--- src/rtl/cursor_sync_cdc_if.sv ---
// Mouse-sample bundle into the pixel domain plus the applied cursor state back out.
// master: mouse controller / timing side (drives samples, toggle, vblank).
// slave : cursor_sync_cdc (drives applied position, buttons and event pulses).
interface cursor_sync_cdc_if #(
   parameter int W     = 12,
   parameter int N_BTN = 2
);
   logic [W-1:0]     xpos_in;
   logic [W-1:0]     ypos_in;
   logic [N_BTN-1:0] btn_in;
   logic             upd_tgl;
   logic             vblnk_in;
   logic [W-1:0]     xpos_out;
   logic [W-1:0]     ypos_out;
   logic [N_BTN-1:0] btn_out;
   logic [N_BTN-1:0] btn_press;
   logic [N_BTN-1:0] btn_release;
   logic             upd_pulse;
   logic             overrun;

   modport master (
      output xpos_in, ypos_in, btn_in, upd_tgl, vblnk_in,
      input  xpos_out, ypos_out, btn_out, btn_press, btn_release, upd_pulse, overrun
   );

   modport slave (
      input  xpos_in, ypos_in, btn_in, upd_tgl, vblnk_in,
      output xpos_out, ypos_out, btn_out, btn_press, btn_release, upd_pulse, overrun
   );
endinterface

--- src/rtl/cursor_sync_cdc.sv ---
// Purpose: move a mouse sample (x, y, buttons) into pclk with a toggle-qualified
//          bundled-data handshake, clamp it to the visible area, optionally defer
//          the update to vblank start, and emit button press/release pulses.
// Latency: capture SYNC_STAGES pclk after the toggle is first sampled; apply one
//          edge later (FRAME_ALIGN=0) or on the edge that sees vblnk_in rise.
// Backpressure: none; a newer sample overwrites an unapplied one and pulses overrun.
// Ports: pclk, rst (sync, active-high); bus (slave modport of cursor_sync_cdc_if):
//        inputs xpos_in/ypos_in/btn_in/upd_tgl/vblnk_in, outputs xpos_out/ypos_out/
//        btn_out/btn_press/btn_release/upd_pulse/overrun.
module cursor_sync_cdc #(
   parameter int W           = 12,
   parameter int N_BTN       = 2,
   parameter int SYNC_STAGES = 2,
   parameter int H_MAX       = 799,
   parameter int V_MAX       = 599,
   parameter int FRAME_ALIGN = 1
) (
   input logic              pclk,
   input logic              rst,
   cursor_sync_cdc_if.slave bus
);
   localparam logic [W-1:0] X_LIM = W'(H_MAX);
   localparam logic [W-1:0] Y_LIM = W'(V_MAX);

   typedef enum logic {IDLE = 1'b0, PEND = 1'b1} state_t;

   state_t                 state;
   state_t                 state_nxt;
   logic [SYNC_STAGES-1:0] sync_q;
   logic                   tgl_prev;
   logic                   vblnk_prev;
   logic                   new_edge;
   logic                   apply_cond;
   logic                   do_capture;
   logic                   do_apply;
   logic                   do_overrun;
   logic [W-1:0]           x_clamp;
   logic [W-1:0]           y_clamp;
   logic [W-1:0]           pend_x;
   logic [W-1:0]           pend_y;
   logic [N_BTN-1:0]       pend_btn;

   // Only the toggle crosses domains through flops; the data bus is sampled
   // directly once the toggle edge arrives, relying on the source holding it stable.
   always_ff @(posedge pclk) begin
      if (rst) begin
         sync_q   <= '0;
         tgl_prev <= 1'b0;
      end else begin
         sync_q   <= {sync_q[SYNC_STAGES-2:0], bus.upd_tgl};
         tgl_prev <= sync_q[SYNC_STAGES-1];
      end
   end

   assign new_edge = sync_q[SYNC_STAGES-1] ^ tgl_prev;

   // vblnk_prev resets high so a vblank already asserted out of reset is not an edge.
   always_ff @(posedge pclk) begin
      if (rst) vblnk_prev <= 1'b1;
      else     vblnk_prev <= bus.vblnk_in;
   end

   assign apply_cond = (FRAME_ALIGN != 0) ? (bus.vblnk_in & ~vblnk_prev) : 1'b1;

   assign x_clamp = (bus.xpos_in > X_LIM) ? X_LIM : bus.xpos_in;
   assign y_clamp = (bus.ypos_in > Y_LIM) ? Y_LIM : bus.ypos_in;

   // FSM: state register
   always_ff @(posedge pclk) begin
      if (rst) state <= IDLE;
      else     state <= state_nxt;
   end

   // FSM: next state. A sample arriving on the apply edge keeps us in PEND.
   always_comb begin
      state_nxt = state;
      case (state)
         IDLE: if (new_edge) state_nxt = PEND;
         PEND: if (apply_cond && !new_edge) state_nxt = IDLE;
         default: state_nxt = IDLE;
      endcase
   end

   // FSM: control outputs
   always_comb begin
      do_capture = new_edge;
      do_apply   = 1'b0;
      do_overrun = 1'b0;
      if (state == PEND) begin
         do_apply   = apply_cond;
         do_overrun = ~apply_cond & new_edge;
      end
   end

   // Pending sample. On a coincident apply+capture the outputs take the old
   // pending value (read below in the same edge) before it is replaced here.
   always_ff @(posedge pclk) begin
      if (rst) begin
         pend_x   <= '0;
         pend_y   <= '0;
         pend_btn <= '0;
      end else if (do_capture) begin
         pend_x   <= x_clamp;
         pend_y   <= y_clamp;
         pend_btn <= bus.btn_in;
      end
   end

   // Applied state and single-cycle event pulses.
   always_ff @(posedge pclk) begin
      if (rst) begin
         bus.xpos_out    <= '0;
         bus.ypos_out    <= '0;
         bus.btn_out     <= '0;
         bus.btn_press   <= '0;
         bus.btn_release <= '0;
         bus.upd_pulse   <= 1'b0;
         bus.overrun     <= 1'b0;
      end else begin
         bus.upd_pulse   <= do_apply;
         bus.overrun     <= do_overrun;
         bus.btn_press   <= '0;
         bus.btn_release <= '0;
         if (do_apply) begin
            bus.xpos_out    <= pend_x;
            bus.ypos_out    <= pend_y;
            bus.btn_out     <= pend_btn;
            bus.btn_press   <= pend_btn & ~bus.btn_out;
            bus.btn_release <= ~pend_btn & bus.btn_out;
         end
      end
   end
endmodule

--- src/flat_wrapper.sv ---
// flat-port wrapper written by rule: the top's interface ports become plain ports
module cursor_sync_cdc_flat 
#(
   parameter int W           = 12,
   parameter int N_BTN       = 2,
   parameter int SYNC_STAGES = 2,
   parameter int H_MAX       = 799,
   parameter int V_MAX       = 599,
   parameter int FRAME_ALIGN = 1
)
  (pclk, rst, bus_xpos_in, bus_ypos_in, bus_btn_in, bus_upd_tgl, bus_vblnk_in, bus_xpos_out, bus_ypos_out, bus_btn_out, bus_btn_press, bus_btn_release, bus_upd_pulse, bus_overrun);
  cursor_sync_cdc_if #(.W(W), .N_BTN(N_BTN)) bus_i ();
  input logic pclk;
  input logic rst;
  input wire logic [$bits(bus_i.xpos_in)-1:0] bus_xpos_in;
  input wire logic [$bits(bus_i.ypos_in)-1:0] bus_ypos_in;
  input wire logic [$bits(bus_i.btn_in)-1:0] bus_btn_in;
  input wire logic [$bits(bus_i.upd_tgl)-1:0] bus_upd_tgl;
  input wire logic [$bits(bus_i.vblnk_in)-1:0] bus_vblnk_in;
  output wire logic [$bits(bus_i.xpos_out)-1:0] bus_xpos_out;
  output wire logic [$bits(bus_i.ypos_out)-1:0] bus_ypos_out;
  output wire logic [$bits(bus_i.btn_out)-1:0] bus_btn_out;
  output wire logic [$bits(bus_i.btn_press)-1:0] bus_btn_press;
  output wire logic [$bits(bus_i.btn_release)-1:0] bus_btn_release;
  output wire logic [$bits(bus_i.upd_pulse)-1:0] bus_upd_pulse;
  output wire logic [$bits(bus_i.overrun)-1:0] bus_overrun;
  assign bus_i.xpos_in = bus_xpos_in;
  assign bus_i.ypos_in = bus_ypos_in;
  assign bus_i.btn_in = bus_btn_in;
  assign bus_i.upd_tgl = bus_upd_tgl;
  assign bus_i.vblnk_in = bus_vblnk_in;
  assign bus_xpos_out = bus_i.xpos_out;
  assign bus_ypos_out = bus_i.ypos_out;
  assign bus_btn_out = bus_i.btn_out;
  assign bus_btn_press = bus_i.btn_press;
  assign bus_btn_release = bus_i.btn_release;
  assign bus_upd_pulse = bus_i.upd_pulse;
  assign bus_overrun = bus_i.overrun;
  cursor_sync_cdc #(.W(W), .N_BTN(N_BTN), .SYNC_STAGES(SYNC_STAGES), .H_MAX(H_MAX), .V_MAX(V_MAX), .FRAME_ALIGN(FRAME_ALIGN)) u_core (.pclk(pclk), .rst(rst), .bus(bus_i));
endmodule
--- config.mk ---
export PLATFORM = sky130hd
export DESIGN_NAME = cursor_sync_cdc_flat
export DESIGN_NICKNAME = d
export VERILOG_FILES = /design/src/rtl/cursor_sync_cdc_if.sv /design/src/rtl/cursor_sync_cdc.sv /design/src/flat_wrapper.sv
export SDC_FILE = /design/constraint.sdc
export NUM_CORES = 1
export LEC_CHECK = 0
export CELL_PAD_IN_SITES_DETAIL_PLACEMENT = 1
export CELL_PAD_IN_SITES_GLOBAL_PLACEMENT = 2
export CORE_AREA = 4 4 97 99
export DETAILED_ROUTE_END_ITERATION = 10
export DIE_AREA = 0 0 101 103
export PLACE_DENSITY = 0.79
export SETUP_SLACK_MARGIN = 0.15
export SKIP_CTS_REPAIR_TIMING = 1
export SYNTH_ARGS = -nofsm -noshare
export SYNTH_HDL_FRONTEND = slang
export SYNTH_SLANG_ARGS = --single-unit
--- constraint.sdc ---
create_clock -name pclk -period 1.58 [get_ports pclk]
set_clock_uncertainty 0.05 [all_clocks]
set_input_delay 0.316 -clock pclk [delete_from_list [all_inputs] [get_ports pclk]]
set_output_delay 0.316 -clock pclk [all_outputs]
set_load 0.1 [all_outputs]
==> summary.txt <==
Clocking
  • Total clock buffers created by CTS: 9
  • Count of clock tree sinks: 63
  • Clock Root Buffer: sky130_fd_sc_hd__clkbuf_8
  • Deepest level of the CTS H-tree: 3
  • CTS tree: done
  • Clock Latency Late Sink: 0.33 ns
  • Clk pin slew, worst setup/hold paths: 0.07 ns
  • Maximum buffer depth of the clock tree: 2

Critical path
  • Arrival time worst endpoint: 1.50 ns
  • Max incr delay on CP: 0.42 ns
  • Nature of the critical path endpoint: flip-flop
  • Crit start category: flip-flop
  • Required @ worst endpoint: 1.74 ns
  • Slowest cell on the critical path: sky130_fd_sc_hd__dfxtp_1
  • Top delay family on crit path: flip-flops
  • Count of buffer and inverter cells on the critical path: 1
  • Category of the critical setup timing path: reg -> reg
  • Critical path peak fanout: 18
  • Critical Path, Cell by Cell: xor2_2 -> buf_12 -> mux2i_1 -> o22ai_1

Drt
  • Number of nets still failing antenna checks after routing: 0
  • Post-detailed-route DRC marker count: 0
  • Length of the first detailed-routing pass in iterations: 4
  • Detailed-route vias per instance: 4.52
  • Aggregate routed wire length: 6240 um
  • WL/cell: 14.3 um
  • Via total after detailed routing: 1965
  • First DRT Iteration DRCs: 49

Synth
  • Gate count of the mapped netlist: 252
  • Number of flip-flops and latches in the synthesized netlist: 63
  • Count of cell types in the netlist: 31
  • Number of enable-type register cells in the synthesized netlist: 0
  • Main flop type after synthesis: sky130_fd_sc_hd__dfxtp_1
  • Top-count cell post-synth: sky130_fd_sc_hd__dfxtp_1
  • Top cell type's share of synthesized area: 0.561
  • Ys Warns: 0
  • Top post-synthesis cells by area: sky130_fd_sc_hd__dfxtp_1, sky130_fd_sc_hd__nand2_1, sky130_fd_sc_hd__a21oi_1
  • Share of synthesized registers carrying an async set or reset: 0
  • Area of the mapped netlist: 2250 um2
  • Post-synthesis net count: 282
  • Most frequent cells after synthesis: sky130_fd_sc_hd__dfxtp_1, sky130_fd_sc_hd__nand2_1, sky130_fd_sc_hd__a21oi_1, sky130_fd_sc_hd__nor2_1, sky130_fd_sc_hd__clkbuf_1
  • Post-synthesis cell type with the largest combined area: sky130_fd_sc_hd__dfxtp_1
  • Share of the yosys chip area belonging to registers: 0.561
  • Syn Area/Cell: 8.93 um2

Hold path
  • Type of the most critical hold path: in -> reg

Place
  • Detailed-placement wirelength estimate: 4440 um
  • Cell area after placement: 3360 um2
  • Post-placement setup slack: -0.242 ns
  • Gp weighted congestion: 0.746
  • Number of buffers inserted by port buffering: 61

Cells and area
  • Final net count: 352
  • Final design area excluding fillers: 3600 um2
  • Share of post-route cells with drive strength above 1: 0.205
  • Layout filler cell count: 978
  • Util after Layout: 0.421
  • Total inserted antenna cells: 0
  • Area growth from synthesis to layout: 60.0%

Floorplan
  • Height of the die: 103 um
  • Boundary pin count: 62
  • Site Rows: 34
  • Floorplan die width: 101 um
  • Placeable core area: 8550 um2
  • Die Outline Area: 10400 um2
  • Effective utilization at floorplan: 0.263

Global routing
  • Global-route wire length before repair: 10200 um
  • Pin count of the biggest net entering global routing: 34
  • Remaining global-route overflow: 0
  • Overall fraction of global-route tracks in use: 0.129
  • Number of global-route vias before repair: 2100
  • Number of antenna violations at the first check in global routing: 0

STA
  • Normalized max-slew margin: 0.755
  • Fmax achieved: 749 MHz
  • Setup slack after layout: 0.245 ns
  • Final setup viols: 0
  • RSZ-0062 raised after global routing: false
  • Final Hold Violating Endpoints: 0
  • Final setup TNS: 0 ns
  • Max Transition Viols Final: 0
  • Final critical path time including I/O delays and setup: 1.33 ns
  • Measured slew at the worst slew-check pin: 0.367 ns
  • Post-route fraction of the period consumed by the critical path: 0.845

Power and ir drop
  • Leak pwr: 1.33 nW
  • Worst-case vdd ir drop: 0.000398 V
  • Pwr dens: 954 nW/um2

Run
  • Number of max-cap violations: 0

Run status
  • Run status: complete, no violations
stage by stage:
stage	power [W]	hold slack [ns]	cells
after CTS	0.00347	0.366	434
after detailed placement	0.00198	0.392	418
final	0.00343	0.276	435
after floorplan	0.00182	0.364	252
after global routing	0.00357	0.296	435
after global placement	0.00197	0.386	418
power by group:
group	internal (W)	switching, W
Combinational	0.000145	0.000143
Clock	0.000886	0.000603
Sequential	0.00163	0.0000260
per-layer routing:
layer  wire, um  GRT usage  up-vias
met5          0          0        -
met4        131     0.0675        0
met3        240     0.0271       10
met2       3030      0.212       39
met1       2840      0.158      923
li1           -          -      993
area by class of cell:
class / instances / area, um2 / share of cell area
sequential: 63 / 1260 / 0.351
clock inverter: 4 / 70.1 / 0.0195
timing repair buffer: 76 / 1080 / 0.300
inverter: 2 / 7.51 / 0.00209
multi-input combinational: 170 / 907 / 0.252
tap: 108 / 135 / 0.0376
clock buffer: 12 / 135 / 0.0376
sequential cells by signal, summed over array words and instances, names as in the netlist:
| signal | flops |
|---|---|
| u_core.bus.xpos_out | 12 |
| u_core.pend_btn | 2 |
| u_core.bus.btn_press | 2 |
| u_core.pend_x | 12 |
| u_core.bus.upd_pulse | 1 |
| u_core.bus.overrun | 1 |
| u_core.vblnk_prev | 1 |
| u_core.state | 1 |
| u_core.bus.btn_out | 2 |
| u_core.bus.btn_release | 2 |
| u_core.tgl_prev | 1 |
| u_core.bus.ypos_out | 12 |
| u_core.pend_y | 12 |
| u_core.sync_q | 2 |
final timing paths:
kind | to | cells after the start | from | slack [ns]
worst min-delay path | u_core.pend_y[4]$_SDFFE_PP0P_ | 3 | bus_ypos_in[4] | 0.28
worst min register to register | u_core.sync_q[1]$_SDFF_PP0_ | 1 | u_core.sync_q[0]$_SDFF_PP0_ | 0.40
worst max-delay path | u_core.pend_y[1]$_SDFFE_PP0P_ | 4 | u_core.tgl_prev$_SDFF_PP0_ | 0.25
worst max register to register | u_core.pend_y[1]$_SDFFE_PP0P_ | 4 | u_core.tgl_prev$_SDFF_PP0_ | 0.25
kinds of logic after synthesis:
| family | share of synthesized area |
|---|---|
| XOR/XNOR | 0.0111 |
| multiplexers | 0.0178 |
| buffers and inverters | 0.0406 |
| AND/OR/NAND/NOR | 0.224 |
| AO/OA/AOI/OAI | 0.146 |
| flip-flops | 0.561 |
worst min-delay path: stages:
cell and delay (ns):
sky130_fd_sc_hd__dlymetal6s2s_1 0.11, sky130_fd_sc_hd__mux2i_1 0.08, sky130_fd_sc_hd__o22ai_1 0.11
placed cells by master (no fill, tap or decap), types with 2 or more instances in the layout:
master,count
sky130_fd_sc_hd__a211oi_1,6
sky130_fd_sc_hd__nor2b_1,3
sky130_fd_sc_hd__clkbuf_8,9
sky130_fd_sc_hd__o21a_1,2
sky130_fd_sc_hd__nor4b_1,4
sky130_fd_sc_hd__nor2_1,16
sky130_fd_sc_hd__buf_4,13
sky130_fd_sc_hd__o22ai_1,4
sky130_fd_sc_hd__clkbuf_1,3
sky130_fd_sc_hd__nand4_1,3
sky130_fd_sc_hd__and2_1,4
sky130_fd_sc_hd__nor4_1,2
sky130_fd_sc_hd__mux2i_1,4
sky130_fd_sc_hd__nor3_1,5
sky130_fd_sc_hd__dfxtp_1,62
sky130_fd_sc_hd__buf_12,34
sky130_fd_sc_hd__clkdlybuf4s50_1,21
sky130_fd_sc_hd__nand3b_1,5
sky130_fd_sc_hd__clkinv_2,2
sky130_fd_sc_hd__bufinv_16,2
sky130_fd_sc_hd__o21ai_0,3
sky130_fd_sc_hd__inv_1,2
sky130_fd_sc_hd__nand2_1,62
sky130_fd_sc_hd__a21oi_1,35
sky130_fd_sc_hd__dlymetal6s2s_1,7
sky130_fd_sc_hd__nand3_1,2
(Power assumes the default switching activity.)
